$ cat config.mk
export PLATFORM = sky130hd
export DESIGN_NAME = act_sequencer
export DESIGN_NICKNAME = d
export VERILOG_FILES = /design/src/rtl/act_sequencer_pkg.sv /design/src/rtl/act_sequencer_relu.sv /design/src/rtl/act_sequencer.sv
export SDC_FILE = /design/constraint.sdc
export NUM_CORES = 1
export LEC_CHECK = 0
export ABC_AREA = 1
export CAP_MARGIN = 20
export CORE_UTILIZATION = 38
export DETAILED_ROUTE_END_ITERATION = 10
export PLACE_DENSITY = 0.62
export SYNTH_ARGS = -nofsm -noshare
export SYNTH_HDL_FRONTEND = slang
export SYNTH_SLANG_ARGS = --single-unit
$ cat constraint.sdc
create_clock -name clk -period 2.6 [get_ports clk]
set_input_delay 0.52 -clock clk [delete_from_list [all_inputs] [get_ports clk]]
set_output_delay 0.52 -clock clk [all_outputs]
set_load 0.1 [all_outputs]
$ cat src/rtl/act_sequencer_pkg.sv
// Shared definitions for act_sequencer: FSM state encoding, FIFO depth and
// default widths.
package act_sequencer_pkg;

  typedef enum logic [1:0] {
    StIdle = 2'd0,
    StRun  = 2'd1,
    StDone = 2'd2
  } state_e;

  localparam int unsigned FifoDepth    = 2;
  localparam int unsigned DefaultAddrW = 10;
  localparam int unsigned DefaultDataW = 32;

endpackage

$ cat src/rtl/act_sequencer_relu.sv
// relu_stage: combinational sign-bit clamp; negative two's-complement words
// become zero, non-negative words pass through.
module relu_stage
  import act_sequencer_pkg::*;
#(
  parameter int unsigned DATA_W = DefaultDataW
) (
  input  logic [DATA_W-1:0] data_i,
  output logic [DATA_W-1:0] data_o
);

  assign data_o = data_i[DATA_W-1] ? '0 : data_i;

endmodule

$ cat src/rtl/act_sequencer.sv
// act_sequencer: streams len words from a source memory through a ReLU clamp
// into a destination port. Define ACT_NEGCOUNT_EN to add the neg_count output.
module act_sequencer
  import act_sequencer_pkg::*;
#(
  parameter int unsigned ADDR_W = DefaultAddrW,
  parameter int unsigned DATA_W = DefaultDataW
) (
  input  logic              clk,
  input  logic              rst,
  input  logic              start,
  input  logic [ADDR_W-1:0] src_base,
  input  logic [ADDR_W-1:0] dst_base,
  input  logic [ADDR_W-1:0] len,
  output logic              rd_en,
  output logic [ADDR_W-1:0] rd_addr,
  input  logic [DATA_W-1:0] rd_data,
  output logic              wr_valid,
  output logic [ADDR_W-1:0] wr_addr,
  output logic [DATA_W-1:0] wr_data,
  input  logic              wr_ready,
  output logic              busy,
  output logic              done
`ifdef ACT_NEGCOUNT_EN
  ,
  output logic [ADDR_W:0]   neg_count
`endif
);

  state_e            state_q, state_d;
  logic [ADDR_W-1:0] src_q, src_d, dst_q, dst_d, len_q, len_d;
  logic [ADDR_W-1:0] rd_idx_q, rd_idx_d, wr_idx_q, wr_idx_d;
  logic              inflight_q, inflight_d;

  logic [DATA_W-1:0] fifo_q [FifoDepth];
  logic              head_q, head_d, tail_q, tail_d;
  logic [1:0]        count_q, count_d;

  logic [DATA_W-1:0] relu_out, head_data;
  logic              fifo_empty, rd_go, wr_go, accept, push, pop, last_write;

  relu_stage #(
    .DATA_W(DATA_W)
  ) u_relu (
    .data_i(rd_data),
    .data_o(relu_out)
  );

  assign fifo_empty = (count_q == 2'd0);
  // A read is only issued if its word is guaranteed a FIFO slot on arrival.
  assign rd_go      = (state_q == StRun) && (rd_idx_q < len_q) &&
                      (({1'b0, count_q} + {2'b00, inflight_q}) < 3'(FifoDepth));
  // The arriving word is visible at the head when the FIFO is empty, so a
  // ready destination takes it without a bubble.
  assign wr_go      = (state_q == StRun) && (!fifo_empty || inflight_q);
  assign head_data  = fifo_empty ? relu_out : fifo_q[head_q];
  assign accept     = wr_go && wr_ready;
  assign push       = inflight_q && !(fifo_empty && accept);
  assign pop        = accept && !fifo_empty;
  assign last_write = (wr_idx_q == len_q - ADDR_W'(1));

  always_comb begin
    state_d    = state_q;
    src_d      = src_q;
    dst_d      = dst_q;
    len_d      = len_q;
    rd_idx_d   = rd_idx_q;
    wr_idx_d   = wr_idx_q;
    inflight_d = rd_go;
    case (state_q)
      StIdle: begin
        if (start) begin
          if (len != '0) begin
            src_d    = src_base;
            dst_d    = dst_base;
            len_d    = len;
            rd_idx_d = '0;
            wr_idx_d = '0;
            state_d  = StRun;
          end else begin
            state_d = StDone;
          end
        end
      end
      StRun: begin
        if (rd_go) rd_idx_d = rd_idx_q + ADDR_W'(1);
        if (accept) begin
          wr_idx_d = wr_idx_q + ADDR_W'(1);
          if (last_write) state_d = StDone;
        end
      end
      StDone:  state_d = StIdle;
      default: state_d = StIdle;
    endcase
  end

  always_comb begin
    head_d  = head_q;
    tail_d  = tail_q;
    count_d = count_q;
    if (push) tail_d = ~tail_q;
    if (pop)  head_d = ~head_q;
    if (push && !pop) count_d = count_q + 2'd1;
    else if (pop && !push) count_d = count_q - 2'd1;
  end

  always_ff @(posedge clk) begin
    if (rst) begin
      state_q    <= StIdle;
      src_q      <= '0;
      dst_q      <= '0;
      len_q      <= '0;
      rd_idx_q   <= '0;
      wr_idx_q   <= '0;
      inflight_q <= 1'b0;
      head_q     <= 1'b0;
      tail_q     <= 1'b0;
      count_q    <= 2'd0;
      fifo_q[0]  <= '0;
      fifo_q[1]  <= '0;
    end else begin
      state_q    <= state_d;
      src_q      <= src_d;
      dst_q      <= dst_d;
      len_q      <= len_d;
      rd_idx_q   <= rd_idx_d;
      wr_idx_q   <= wr_idx_d;
      inflight_q <= inflight_d;
      head_q     <= head_d;
      tail_q     <= tail_d;
      count_q    <= count_d;
      if (push) fifo_q[tail_q] <= relu_out;
    end
  end

  // Outputs are forced to zero while reset is asserted, not just after it.
  assign rd_en    = rd_go && !rst;
  assign rd_addr  = rd_en ? src_q + rd_idx_q : '0;
  assign wr_valid = wr_go && !rst;
  assign wr_addr  = wr_valid ? dst_q + wr_idx_q : '0;
  assign wr_data  = wr_valid ? head_data : '0;
  assign busy     = (state_q != StIdle) && !rst;
  assign done     = (state_q == StDone) && !rst;

`ifdef ACT_NEGCOUNT_EN
  logic [ADDR_W:0] neg_q, neg_d;

  always_comb begin
    neg_d = neg_q;
    if (state_q == StIdle && start) neg_d = '0;
    else if (inflight_q && rd_data[DATA_W-1]) neg_d = neg_q + (ADDR_W + 1)'(1);
  end

  always_ff @(posedge clk) begin
    if (rst) neg_q <= '0;
    else     neg_q <= neg_d;
  end

  assign neg_count = neg_q;
`endif

endmodule

==> flow_metrics.env, run 1 <==
export IMPL_synth_area_leaders="edfxtp_1 (25%), dfxtp_1 (16%), nor2_1 (10%)"
export IMPL_cts_sinks=120
export IMPL_cts_tree="built"
export IMPL_cts_buffers=17
export IMPL_synth_top_family_by_area="simple AND/OR/NAND/NOR gates"
export IMPL_yosysSeqAreaShare_pct=40.9
export IMPL_routed_via_density=5.03
export IMPL_htreeDepth=4
export IMPL_cts_clk_slew_worst_paths_ps=60
export IMPL_synthFlopType="edfxtp_1"
export IMPL_core_sq_um=18900
export IMPL_finClkSkew_ps=4.69
export IMPL_r2r_setup_slack_ps=460
export IMPL_path_class="flop to output port"
export IMPL_fin_area_sq_um=11400
export IMPL_wirelength_um=21100
export IMPL_synthSimpleGateAreaFrac_pct=29.8
export IMPL_placed_area_sq_um=9850
export IMPL_ys_seq_elements=120
export IMPL_avgRoutedWirePerCell_um=14.9
export IMPL_critical_path_cell_chain="inv_2, ha_4, a21oi_1, o21ai_2, nand2_2, nand4_4, inv_8, o21ai_2, a21oi_2, buf_12"
export IMPL_powerDensity_nw_per_um2=548
export IMPL_async_reset_ff_share_pct=0
export IMPL_io_buffers=120
export IMPL_place_hpwl_um=13900
export IMPL_finalNonFillerCells=1416
export IMPL_cp_common_cell="o21ai_2"
export IMPL_cts_hold_buf=0
export IMPL_synth_xor_xnor_area_share_pct=3.08
export IMPL_grt_pass1_vias=6920
export IMPL_antenna_left=0
export IMPL_cts_buffer_depth=2
export IMPL_post_synth_num_cell_types=45
export IMPL_total_leakage_power_nw=4.42
export IMPL_num_vias=7124
export IMPL_grt_max_degree=33
export IMPL_rsz0062_at_grt="true"
export IMPL_synthMuxAreaShare_pct=0
export IMPL_synth_area_sq_um=7390
export IMPL_antenna_found_initial=0
export IMPL_clock_latency_ps=420
export IMPL_period_needed_ps=2670
export IMPL_post_place_cells=1351
export IMPL_synth_cells=970
export IMPL_cp_top_family="compound AO/OA/AOI/OAI gates"
export IMPL_synth_most_common_cell="nor2_1"
export IMPL_dr_first_iter_drc_count=411
export IMPL_die_y_um=141
export IMPL_synth_top_area_cell="edfxtp_1"
export IMPL_std_cell_rows=50
export IMPL_crit_fanout=6
export IMPL_synth_compound_area_share_pct=12.7
export IMPL_synth_edff_count=62
export IMPL_start_util_pct=39.1
export IMPL_worstPathRequired_ps=2080
export IMPL_fin_ws_ps=-73.0
export IMPL_ios=122
export IMPL_areaGrowthSynthToFinish_pct=53.5
export IMPL_route_detailed_drc=0
export IMPL_critPathLaunchType="flop"
export IMPL_antenna_diode_count=0
export IMPL_holdWs_ps=493
export IMPL_fmax_ghz=0.374
export IMPL_grt_overflow=0
export IMPL_die_x_um=141
export IMPL_place_congestion=0.860
export IMPL_critPathBufInv=3
export IMPL_drive_gt1_share_pct=30.6
export IMPL_hold_viol=0
export IMPL_arrival_ps=2150
export IMPL_cts_root_buf="clkbuf_16"
export IMPL_pre_cts_ws_ps=46.5
export IMPL_yosysTopAreaCellShare_pct=25.2
export IMPL_cap_violations=0
export IMPL_ir_drop_mv=0.452
export IMPL_synthesis_nets=1069
export IMPL_status="complete, but fails checks"
export IMPL_slew_viol_final=0
export IMPL_cpMaxStageDelayCell="dfxtp_2"
export IMPL_setup_viol=11
export IMPL_yosysWarningCount=0
export IMPL_cp_slowest_stage_delay_ps=320
export IMPL_synth_common_cells="nor2_1 (203), nand2_1 (128), inv_1 (90)"
export IMPL_avgSynthCellArea_sq_um=7.62
export IMPL_violations="setup timing"
export IMPL_track_usage_pct=21.4
export IMPL_synthAdderAreaFrac_pct=5.79
export IMPL_endpoint_kind="output port"
export IMPL_grt_pass1_wl_um=34000
export IMPL_first_pass_iters=4
export IMPL_min_period_over_period_pct=103
export IMPL_hold_path_class="flop to flop"
export IMPL_nets=1242
export IMPL_die_area_sq_um=20000
## path summary, 6_finish.rpt
kind / from / endpoint / depth (start not counted)
setup / recovery: len_q[5] / rd_addr[2] / 10
hold reg to reg: len_q[3] / len_q[3] / 2
setup reg to reg: count_q[0] / count_q[1] / 10
hold / removal: len_q[3] / len_q[3] / 2
## final cells by class
| type | instances | area [sq um] |
|---|---|---|
| flip-flops and latches | 120 | 3080 |
| repair buffers | 201 | 2440 |
| multi-input cells | 709 | 4510 |
| well taps | 260 | 325 |
| clock buffers | 17 | 425 |
| clock inverters | 15 | 203 |
| inverters | 94 | 372 |
| fillers | 1633 | 7540 |
## metal layers
layer,global-route usage (%),vias up,routed length (um)
met5,0,-,0
met4,6.90,0,302
met3,3.81,27,1040
met2,37.0,185,10400
met1,27.1,3337,9290
li1,-,3575,-
## kinds of logic (layout without fill, tap and decap cells)
logic type               Yosys count  in the layout
AO/OA/AOI/OAI                    181            181
XOR/XNOR                          26             26
adder cells (fa/ha/maj)           33             33
buffers and inverters            141            327
flip-flops                       120            120
other                              1              1
AND/OR/NAND/NOR                  468            468
## placed cells by master (no fill, tap or decap), types with 6 or more instances in the layout
master | Yosys | layout
dfxtp_4 | 0 | 10
nor3_2 | 28 | 29
xor2_1 | 20 | 17
xnor2_1 | 6 | 6
buf_12 | 0 | 60
dfxtp_1 | 58 | 30
ha_1 | 31 | 6
edfxtp_1 | 62 | 62
nand2_2 | 3 | 15
o21ai_0 | 80 | 70
buf_4 | 1 | 73
clkbuf_16 | 0 | 17
ha_4 | 0 | 24
dfxtp_2 | 0 | 18
nand4_1 | 18 | 18
a21oi_1 | 88 | 68
a21oi_4 | 0 | 10
nor2_1 | 203 | 189
nor2_4 | 2 | 13
clkdlybuf4s50_1 | 0 | 64
nand2_1 | 128 | 114
a21oi_2 | 0 | 10
nor3_1 | 39 | 38
inv_1 | 90 | 80
o21ai_2 | 1 | 9
nand3_1 | 30 | 26
inv_2 | 4 | 9
## flip-flops by register name (all words and copies together), names as in the netlist, named ones only
name and flops:
state_q 2, len_q 10, wr_idx_q 10, rd_idx_q 10, tail_q 1, dst_q 10
count_q 2, head_q 1, src_q 10, inflight_q 1, fifo_q 62
## metrics by stage
stage | setup TNS [ps] | power (mW) | utilization, %
after floorplan | -17330 | 3.08 | -
after global placement | 0 | 3.53 | 52.2
after detailed placement | 0 | 3.54 | 52.2
after CTS | -220 | 6.18 | 58.8
after global routing | -1570 | 6.48 | 60.1
final | -440 | 6.22 | 60.1
## where the power goes
part	switching, mW	leakage (nW)	internal [mW]
combinational	0.937	2.98	0.568
clock	0.920	0.303	1.61
sequential	0.0810	1.13	2.11
## what timing repair did
| action | CTS | global route |
|---|---|---|
| resized for setup | 104 | 44 |
| endpoints found under the setup margin | 16 | 18 |
| setup buffers | 25 | 9 |
| pin swaps | 36 | 29 |
## tightest hold or removal path, cell delays in order (launching register included)
cell,delay (ps)
dfxtp_2,330
inv_4,60
a21oi_1,60
No activity file was read; power rests on OpenSTA's default activity.
==> run 2: changes to the inputs <==
Settings changed: PLACE_DENSITY 0.62 to unset, PLACE_DENSITY_LB_ADDON set to 0.12.
==> flow_metrics.env, run 2 (synthesized netlist as in run 1, its figures left out) <==
export IMPL_crit_fanout=3
export IMPL_endpoint_kind="output port"
export IMPL_place_congestion=0.871
export IMPL_routed_via_density=4.93
export IMPL_powerDensity_nw_per_um2=522
export IMPL_finClkSkew_ps=10.6
export IMPL_cp_slowest_stage_delay_ps=360
export IMPL_first_pass_iters=4
export IMPL_worstSetupStartpoint="rd_idx_q[0]"
export IMPL_largest_reg_flops=62
export IMPL_fin_util_pct=59.2
export IMPL_cts_hold_buf=0
export IMPL_min_period_over_period_pct=103
export IMPL_htreeDepth=4
export IMPL_die_y_um=141
export IMPL_setup_viol=3
export IMPL_cp_num_cells=10
export IMPL_cts_buffer_depth=2
export IMPL_grt_pass1_vias=6673
export IMPL_start_util_pct=39.1
export IMPL_cpMaxStageDelayCell="fa_2"
export IMPL_top_register="fifo_q"
export IMPL_r2r_cells=10
export IMPL_std_cell_rows=50
export IMPL_layout_cells_most_common="nor2_1"
export IMPL_die_area_sq_um=20000
export IMPL_hold_viol=0
export IMPL_holdWs_ps=495
export IMPL_violations="setup timing"
export IMPL_cap_violations=0
export IMPL_avgRoutedWirePerCell_um=14.4
export IMPL_grt_overflow=0
export IMPL_path_class="flop to output port"
export IMPL_antenna_found_initial=0
export IMPL_place_hpwl_um=13700
export IMPL_crit_path_end="rd_addr[6]"
export IMPL_rsz0062_at_grt="true"
export IMPL_clock_latency_ps=420
export IMPL_areaGrowthSynthToFinish_pct=51.2
export IMPL_period_needed_ps=2670
export IMPL_cts_clk_slew_worst_paths_ps=60
export IMPL_status="complete, but fails checks"
export IMPL_grt_max_degree=63
export IMPL_wirelength_um=20400
export IMPL_fin_tns_setup_ps=-127
export IMPL_total_leakage_power_nw=4.37
export IMPL_fin_ws_ps=-74.0
export IMPL_r2r_end="count_q[1]"
export IMPL_cts_root_buf="clkbuf_16"
export IMPL_drive_gt1_share_pct=30.2
export IMPL_finalPower_mw=5.84
export IMPL_hold_path_class="flop to flop"
export IMPL_timing_slew_headroom_pct=56.9
export IMPL_final_cell_mix="nor2_1 (188), nand2_1 (116), inv_1 (79)"
export IMPL_cts_sinks=120
export IMPL_route_detailed_drc=0
export IMPL_cp_common_cell="nand2_2"
export IMPL_grt_pass1_wl_um=33300
export IMPL_antenna_diode_count=0
export IMPL_nets=1242
export IMPL_r2r_start="state_q[0]"
export IMPL_ios=122
export IMPL_num_vias=6986
export IMPL_cp_top_family="adder cells"
export IMPL_fmax_ghz=0.374
export IMPL_cts_buffers=17
export IMPL_io_buffers=120
export IMPL_die_x_um=141
export IMPL_cts_tree="built"
export IMPL_worst_slew_pin_slew_ps=647
export IMPL_slew_viol_final=0
export IMPL_track_usage_pct=21.3
export IMPL_core_sq_um=18900
export IMPL_ir_drop_mv=0.538
export IMPL_critPathLaunchType="flop"
export IMPL_dr_first_iter_drc_count=369
export IMPL_worstPathRequired_ps=2080
export IMPL_arrival_ps=2150
export IMPL_post_place_cells=1348
export IMPL_r2r_setup_slack_ps=620
export IMPL_critPathBufInv=1
export IMPL_antenna_left=0
export IMPL_finalNonFillerCells=1416
export IMPL_critical_path_cell_chain="ha_4, fa_2, nand3_2, nand2_2, nand2_2, nand2_2, a21oi_2, xor2_2, nor2_4, buf_12"
run 2: area by class of cell:
| cell class | instances | area [sq um] |
|---|---|---|
| Clock inverter | 13 | 106 |
| Tap cell | 260 | 325 |
| Clock buffer | 19 | 433 |
| Timing Repair Buffer | 201 | 2450 |
| Sequential cell | 120 | 3070 |
| Fill cell | 1742 | 7720 |
| Multi-Input combinational cell | 709 | 4430 |
| Inverter | 94 | 367 |
run 2: how the worst min path moves through the flow:
stage	startpoint	end	slack, ps	cells after the start
after detailed placement	tail_q	tail_q	490	2
after global routing	len_q[9]	len_q[9]	520	2
after CTS	len_q[9]	len_q[9]	490	2
after floorplan	len_q[9]	len_q[9]	470	2
final	tail_q	tail_q	500	2
after global placement	tail_q	tail_q	490	2
run 2: tightest hold or removal path, delay by kind of cell, from the launching register on:
family	cells	cell delay, ps
simple gates	2	130
flops	1	320
run 2: timing repair:
action | CTS | global route
setup buffers | 22 | 14
setup endpoints to repair | 15 | 15
resized for setup | 80 | 52
pin swaps | 32 | 40
run 2: power by group:
| part | switching, mW | internal, mW |
|---|---|---|
| registers | 0.0801 | 2.11 |
| clock network | 0.861 | 1.30 |
| logic | 0.923 | 0.561 |
run 2: routing by layer:
layer | global-route usage (%) | routed length (um) | vias up
li1 | - | - | 3587
met1 | 27.2 | 9280 | 3221
met2 | 37.4 | 10100 | 158
met3 | 2.73 | 791 | 20
met4 | 6.40 | 242 | 0
met5 | 0 | 0 | -
run 2: metrics by stage:
stage	setup slack (ps)	area [sq um]
3_5_place_dp	22.9	9830
2_1_floorplan	-504	7580
6_report	-74.0	11200
5_1_grt	-171	11200
3_3_place_gp	26.0	9830
4_1_cts	-116	10900
==> run 3: changes to the inputs <==
Settings changed: RECOVER_POWER set to 100.
==> flow_metrics.env, run 3 (synthesized netlist as in run 1, its figures left out) <==
export IMPL_status="complete, but fails checks"
export IMPL_violations="setup timing"
export IMPL_timing_slew_headroom_pct=51.5
export IMPL_grt_pass1_wl_um=33300
export IMPL_cap_violations=0
export IMPL_crit_fanout=3
export IMPL_finalNonFillerCells=1416
export IMPL_hold_path_class="flop to flop"
export IMPL_period_needed_ps=2670
export IMPL_cts_tree="built"
export IMPL_wirelength_um=20400
export IMPL_place_congestion=0.871
export IMPL_place_hpwl_um=13700
export IMPL_setup_viol=9
export IMPL_num_vias=6983
export IMPL_largest_reg_flops=62
export IMPL_worstPathRequired_ps=2080
export IMPL_antenna_diode_count=0
export IMPL_powerDensity_nw_per_um2=528
export IMPL_die_y_um=141
export IMPL_cts_sinks=120
export IMPL_cts_root_buf="clkbuf_16"
export IMPL_endpoint_kind="output port"
export IMPL_die_area_sq_um=20000
export IMPL_finClkSkew_ps=12.2
export IMPL_worst_slew_pin_slew_ps=728
export IMPL_htreeDepth=4
export IMPL_cts_buffer_depth=2
export IMPL_fin_tns_setup_ps=-369
export IMPL_ir_drop_mv=0.534
export IMPL_min_period_over_period_pct=103
export IMPL_clock_latency_ps=420
export IMPL_avgRoutedWirePerCell_um=14.4
export IMPL_r2r_cells=12
export IMPL_layout_cells_most_common="nor2_1"
export IMPL_holdWs_ps=489
export IMPL_track_usage_pct=21.3
export IMPL_seq_area_sq_um=3070
export IMPL_areaGrowthSynthToFinish_pct=47.8
export IMPL_ios=122
export IMPL_cts_buffers=17
export IMPL_cts_clk_slew_worst_paths_ps=60
export IMPL_total_leakage_power_nw=4.29
export IMPL_start_util_pct=39.1
export IMPL_post_place_cells=1348
export IMPL_grt_overflow=0
export IMPL_path_class="flop to output port"
export IMPL_nets=1242
export IMPL_drive_gt1_share_pct=27.8
export IMPL_final_cell_mix="nor2_1 (189), nand2_1 (118), inv_1 (81)"
export IMPL_antenna_found_initial=0
export IMPL_routed_via_density=4.93
export IMPL_die_x_um=141
export IMPL_rsz0062_at_grt="true"
export IMPL_critPathLaunchType="flop"
export IMPL_antenna_left=0
export IMPL_top_register="fifo_q"
export IMPL_arrival_ps=2150
export IMPL_fin_ws_ps=-74.6
export IMPL_multi_input_area_sq_um=4300
export IMPL_hold_viol=0
export IMPL_route_detailed_drc=0
export IMPL_fill_cells=1769
export IMPL_std_cell_rows=50
export IMPL_fmax_ghz=0.374
export IMPL_dr_first_iter_drc_count=403
export IMPL_hold_depth=2
export IMPL_grt_pass1_vias=6673
export IMPL_slew_viol_final=0
export IMPL_io_buffers=120
export IMPL_first_pass_iters=5
export IMPL_grt_max_degree=63
export IMPL_core_sq_um=18900
-- run 3: changes by cell type in the layout (fill, tap and decap cells not counted), sizes merged --
| cell | delta |
|---|---|
| buf | -15 |
| clkdlybuf4s50 | -1 |
| clkbuf | +15 |
| dlygate4sd3 | +1 |
-- run 3: layer usage --
metal / GRT usage [%] / wire length, um
met2: 37.4 / 10200
met3: 2.73 / 718
met1: 27.2 / 9240
met5: 0 / 0
met4: 6.40 / 259
-- run 3: report_power, final --
group	internal [mW]	switching [mW]	leakage, nW
Combinational	0.518	0.896	2.90
Clock	1.30	0.864	0.256
Sequential	2.11	0.0765	1.13
-- run 3: critical path: stages, from the launching register on --
cell and delay (ps):
dfxtp_2 330, ha_4 160, fa_2 360, nand3_2 70, nand2_2 70, nand2_2 90
nand2_2 50, a21oi_2 170, xor2_2 200, nor2_4 50, buf_12 160
-- run 3: final cells by class --
cell class              instances  share of cell area [%]
multi-input cells             709                    39.4
flip-flops and latches        120                    28.1
repair buffers                201                    21.3
clock buffers                  19                    3.96
inverters                      94                    3.36
well taps                     260                    2.98
clock inverters                13                   0.973
-- run 3: worst paths after layout --
kind / from / to / slack, ps
max: rd_idx_q[0] / rd_addr[6] / -70
min: tail_q / tail_q / 490
max reg2reg: len_q[6] / rd_idx_q[7] / 130
min reg2reg: tail_q / tail_q / 490
-- run 3: what timing repair did --
action                                  in CTS  in global routing
pin swaps                                   32                 40
hold buffers                                 0                  0
endpoints found under the setup margin      15                 15
buffers inserted                            22                 14
gates resized for setup                     80                 52
-- run 3: per-stage QoR --
step | util (%) | cell area [sq um] | power [mW] | worst slack (ps)
floorplan | - | 7580 | 3.08 | -504
global placement | 52.0 | 9830 | 3.55 | 26.0
detailed placement | 52.0 | 9830 | 3.55 | 22.9
CTS | 57.6 | 10900 | 5.81 | -116
global route | 57.8 | 10900 | 6.04 | -171
finish | 57.8 | 10900 | 5.77 | -74.6
